### src/rtl/divide_datapath.sv
// Restoring shift-subtract datapath for the unsigned divider: working divisor,
// remainder, quotient and shift count, driven by strobes from the divide control.
module divide_datapath #(
    parameter int unsigned WIDTH = 8
) (
    input  logic             clk,
    input  logic             reset,
    input  logic [WIDTH-1:0] dividend_in,
    input  logic [WIDTH-1:0] divisor_in,
    input  logic             init,
    input  logic             left,
    input  logic             right,
    input  logic             sub,
    output logic             cnt_is_0,
    output logic             divisor_is_0,
    output logic             dvsr_less_than_dvnd,
    output logic             shifted_divisor_MSB,
    output logic [WIDTH-1:0] quotient,
    output logic [WIDTH-1:0] remainder
);

    localparam int unsigned CW = $clog2(WIDTH) + 1;

    logic [WIDTH-1:0] d_q;
    logic [WIDTH-1:0] r_q;
    logic [WIDTH-1:0] q_q;
    logic [CW-1:0]    c_q;

    // Strobe priority init > left > right; no strobe holds all state.
    always_ff @(posedge clk or posedge reset) begin
        if (reset) begin
            d_q <= '0;
            r_q <= '0;
            q_q <= '0;
            c_q <= '0;
        end else if (init) begin
            d_q <= divisor_in;
            r_q <= dividend_in;
            q_q <= '0;
            c_q <= '0;
        end else if (left) begin
            // Normalise only while the divisor MSB is clear, so no bit is lost.
            if (!d_q[WIDTH-1]) begin
                d_q <= d_q << 1;
                c_q <= c_q + CW'(1);
            end
        end else if (right) begin
            if (sub) begin
                r_q <= r_q - d_q;
                q_q <= {q_q[WIDTH-2:0], 1'b1};
            end else begin
                q_q <= {q_q[WIDTH-2:0], 1'b0};
            end
            // Final step runs with count at zero; divisor is back at its original value.
            if (c_q != '0) begin
                d_q <= d_q >> 1;
                c_q <= c_q - CW'(1);
            end
        end
    end

    assign cnt_is_0            = (c_q == '0);
    assign divisor_is_0        = (divisor_in == '0);
    assign dvsr_less_than_dvnd = (d_q <= r_q);
    assign shifted_divisor_MSB = d_q[WIDTH-1];
    assign quotient            = q_q;
    assign remainder           = r_q;

endmodule
### config.mk
export PLATFORM = sky130hd
export DESIGN_NAME = divide_datapath
export DESIGN_NICKNAME = d
export VERILOG_FILES = /design/src/rtl/divide_datapath.sv
export SDC_FILE = /design/constraint.sdc
export NUM_CORES = 1
export LEC_CHECK = 0
export CORE_MARGIN = 5
export CORE_UTILIZATION = 25
export DETAILED_ROUTE_END_ITERATION = 7
export GPL_ROUTABILITY_DRIVEN = 0
export GPL_TIMING_DRIVEN = 0
export PLACE_DENSITY = 0.49
export SYNTH_ARGS = -nofsm -noshare
export SYNTH_HDL_FRONTEND = slang
export SYNTH_SLANG_ARGS = --single-unit
### constraint.sdc
create_clock -name clk -period 2.4 [get_ports clk]
set_input_delay 0.6 -clock clk [delete_from_list [all_inputs] [get_ports clk]]
set_output_delay 0.6 -clock clk [all_outputs]
set_load 0.03 [all_outputs]
# [After elaboration in Yosys (flattened, before gate mapping)]
# Index checks and enable logic that the tools add are counted.
[word_totals] register_bits=28 out_inout_bits=20
[op_classes] magnitude_cmp=1 n_addsub=3 n_reduce_logical=11 eq_ne=2 mux=18
[ops] operator="8-bit 2-to-1 mux" count=12
[ops] operator="4-bit 2-to-1 mux" count=5
[ops] operator="8-bit less-or-equal comparator" count=1
[ops] operator="8-bit logical NOT" count=1
[ops] operator="8-bit subtractor" count=1
[ops] operator="3-bit AND reduction" count=2
[ops] operator="3-bit nonzero test" count=2
[ops] operator="4-bit by 1-bit adder with 4-bit output, second input constant" count=1
[ops] operator="4-bit logical NOT" count=1
[ops] operator="2-bit AND reduction" count=2
[ops] operator="2-bit nonzero test" count=2
[ops] operator="4-bit nonzero test" count=1
[ops] operator="4-bit by 1-bit subtractor with 4-bit output, second input constant" count=1
[ops] operator="3-bit inequality test, second input constant" count=1
[ops] operator="2-bit inequality test, second input constant" count=1
[ops] operator="1-bit 2-to-1 mux" count=1

# [Logic depth before layout (Yosys ltp)]
[depth] word_depth=5 depth_mapped=10 ltp_nobuf=10

# [Worst setup path after synthesis]
# No wires, ideal clock.
[synth_timing] path_type="register to output" startpoint="reg r_q[0] (netlist: remainder[0])" endpoint="out dvsr_less_than_dvnd" arrival_ns=2.103 path_slack_ns=-0.303 stages_incl_launch_ff=9 path_buffers=0 cell_sequence="dfrtp_1 > inv_1 > ha_1 > inv_1 > fa_1 > a211oi_2 > o21bai_1 > a21oi_2 > o21ai_0"
[synth_via] elab_chain_len=1
[synth_lines] element="from (decl)" line_no="25" source="logic [WIDTH-1:0] r_q;"
[synth_lines] element="from (signal assigned)" line_no="38" source="r_q <= dividend_in;"
[synth_lines] element="from (signal assigned)" line_no="49" source="r_q <= r_q - d_q;"
[synth_lines] element="8-bit less-or-equal comparator" line_no="64" source="assign dvsr_less_than_dvnd = (d_q <= r_q);"
[synth_lines] element="to (decl)" line_no="16" source="output logic dvsr_less_than_dvnd,"
# No other way between the ends.

# [Worst setup path in the final report]
# Ends and elaborated chain as after synthesis.

==> metrics.cfg <==
[outcome]
status = finished with violations
violations = negative setup slack

[clocking]
cts_inserted_buffers = 3
cts_buffer_depth = 2
cts-root-buf = clkbuf_8
clkLatencyLatePin_ns = 0.29
h-tree-depth = 1
clkSinkCount = 28
cts_tree = yes
clk_pin_slew_worst_paths_ns = 0.11

[timing]
fmax_ghz = 0.375
worstMarginPinSlew_ns = 1.15
max-slew-margin-rel = 0.230
post-route-period-util = 1.11
period_needed_ns = 2.67
finalSetupTns_ns = -0.269
setup_viol = 1
layout_setup_ws_ns = -0.269
skew_ns = 0.0148
rsz0062_at_grt = yes
hold_viol_final = 0
drv_slew = 0
holdWs_ns = 0.529

[pwr]
p_sw_frac = 0.379
power_switching_mw = 0.705
p_int_mw = 1.16
seq_power_share = 0.336
powerDensity_nw_per_um2 = 767
power_frac_comb = 0.454
ir_worst_vdd_mv = 0.305
clock_power_share = 0.210
power.leakage_nw = 1.06

[floorplanning]
fp.dieH_um = 93.6
dieArea_um2 = 8770
start_util = 0.257
row_count = 30
dieWidth_um = 93.6
num_io_pins = 42
core-area_um2 = 6790

[setup_path]
crit_arrival_ns = 2.07
crit_start = remainder[0]
critPathLaunchType = flip-flop
worstSetupPathType = reg -> out
cpLargestDelayFamily = compound AO/OA/AOI/OAI gates
reg2reg_depth = 11
r2r_slack_ns = 0.11
end_kind = output port
slowest_delay_ns = 0.43
r2r-end = remainder[6]
r2r-start = remainder[0]
cp_max_fo = 2
critical_path_buf_inv_count = 3
crit_path_top_delay_cell = dfrtp_2
cp_common_cell = inv_2
cp.required_ns = 1.80
crit_chain = inv_2 -> ha_4 -> inv_2 -> fa_2 -> a211oi_2 -> o21bai_1 -> a21oi_2 -> o21ai_2 -> buf_6

[placed_design]
postPlaceCellArea_um2 = 2280
port_buffers = 41
hpwl_um = 3520
dp_worst_setup_slack_ns = -0.576

[layout]
layout.nets = 289
layout_common_cells = nand2_1, clkdlybuf4s50_1, dfrtp_1
drive_gt1_frac = 0.134
layout_commonest_cell = nand2_1
utilization = 0.357
fin_area_um2 = 2430
areaGrowthSynthToFinish_pct = 38.8
antenna_cells = 0

[logic_synthesis]
postSynthCellCount = 203
syn_area_um2 = 1750
syn_area_per_cell_um2 = 8.62
synth-seq-cells = 28
seq_area_frac_synth = 0.401
synth_nets = 237
ys_types = 34
yosysWarnings = 0

[hold_path]
min_to = d_q[5]
hp-start = d_q[5]
hold_class = reg -> reg
whs_path_depth = 2

[global_route]
antenna_found_initial = 0
grt_pass1_wl_um = 8110
grt_max_degree = 29
track_usage = 0.115
grt_pass1_vias = 1654
overflow = 0

[route]
ant_nets = 0
wirelength_um = 4780
vias = 1597
drc = 0
drtIter0Drc = 66
firstDrtPassIters = 4
via_per_inst = 4.56
routedWlPerCell_um = 13.7

[job]
cap_violations = 0

==> Yosys cell counts <==
cell type / instances / area (um2)
nand2b_2: 1 / 8.76
a21o_1: 4 / 30.0
nand3_1: 1 / 5.00
a21oi_1: 22 / 110
a21oi_2: 1 / 8.76
xor2_1: 4 / 35.0
and3_1: 1 / 6.26
nor2_1: 14 / 52.6
o21bai_1: 1 / 7.51
mux2_2: 2 / 22.5
xnor2_1: 4 / 35.0
o21ai_1: 1 / 5.00
buf_6: 1 / 11.3
nor2_8: 1 / 20.0
a211oi_1: 1 / 7.51
ha_1: 10 / 125
nand2_1: 42 / 158
or4_1: 2 / 15.0
mux2i_1: 5 / 50.1
buf_2: 3 / 15.0
nor2b_1: 1 / 6.26
clkbuf_2: 1 / 5.00
a211oi_2: 1 / 12.5
o21ai_2: 1 / 8.76
dfrtp_1: 28 / 701
clkbuf_1: 4 / 15.0
a22oi_1: 4 / 30.0
o21ai_0: 19 / 95.1
inv_1: 13 / 48.8
o22ai_1: 3 / 18.8
o31ai_1: 3 / 22.5
nor3_1: 1 / 5.00
nor4_2: 1 / 12.5
fa_1: 2 / 40.0
==> logic make-up (layout without fill, tap and decap cells) <==
group / count (synthesis) / after routing / synth area share
AOI/OAI and AO/OA: 61 / 61 / 0.204
xor gates and xnor gates: 8 / 8 / 0.0401
adders and majority gates: 12 / 12 / 0.0944
buffers and inverters: 22 / 73 / 0.0544
DFF: 28 / 28 / 0.401
muxes: 7 / 7 / 0.0415
and+or+nand+nor: 65 / 65 / 0.165
==> sequential cells by signal (all words and copies together), names as in the netlist <==
| register | count |
|---|---|
| d_q | 8 |
| quotient | 8 |
| remainder | 8 |
| c_q | 4 |
==> how the worst max path moves through the flow <==
stage | to | cells past startpoint
6_report | dvsr_less_than_dvnd | 9
3_5_place_dp | divisor_is_0 | 4
4_1_cts | dvsr_less_than_dvnd | 9
3_3_place_gp | divisor_is_0 | 4
2_1_floorplan | dvsr_less_than_dvnd | 8
5_1_grt | dvsr_less_than_dvnd | 9
==> metal layers <==
metal  vias up  track usage  part of all wire
li1        795            -                 -
met1       755        0.157              0.46
met2        41        0.182              0.47
met3         6       0.0306             0.056
met4         0       0.0229             0.013
met5         -            0                 0
==> power groups by stage <==
stage | Combinational (mW) | Sequential, mW | Clock [mW]
6_report | 0.845 | 0.626 | 0.391
5_1_grt | 0.945 | 0.640 | 0.411
3_5_place_dp | 0.805 | 0.634 | 0
3_3_place_gp | 0.799 | 0.634 | 0
4_1_cts | 0.830 | 0.627 | 0.399
2_1_floorplan | 0.534 | 0.655 | 0
==> worst min-delay path: cells and delay by family (launching register included) <==
family / cells / cell delay [ns]
AO/OA/AOI/OAI: 1 / 0.06
AND/OR/NAND/NOR: 1 / 0.05
flip-flops: 1 / 0.38
==> final cells by class <==
cell class | count | area [um2]
fill | 735 | 4370
multi-input combinational | 153 | 987
sequential | 28 | 702
timing repair buffer | 47 | 453
tap | 96 | 120
inverter | 13 | 48.8
buffer | 9 | 46.3
clock buffer | 3 | 41.3
clock inverter | 1 | 30.0
==> per-stage QoR <==
stage	cells	power, mW
floorplan	203	1.19
global placement	340	1.43
detailed placement	340	1.44
CTS	348	1.86
global route	350	2.00
finish	350	1.86
==> repair_timing <==
item	4_1_cts	5_1_grt
setup buffers	4	2
pin swaps	8	4
hold buffers	0	0
resized for setup	29	1
endpoints found under the setup margin	3	2
No activity file was read; power rests on OpenSTA's default activity.
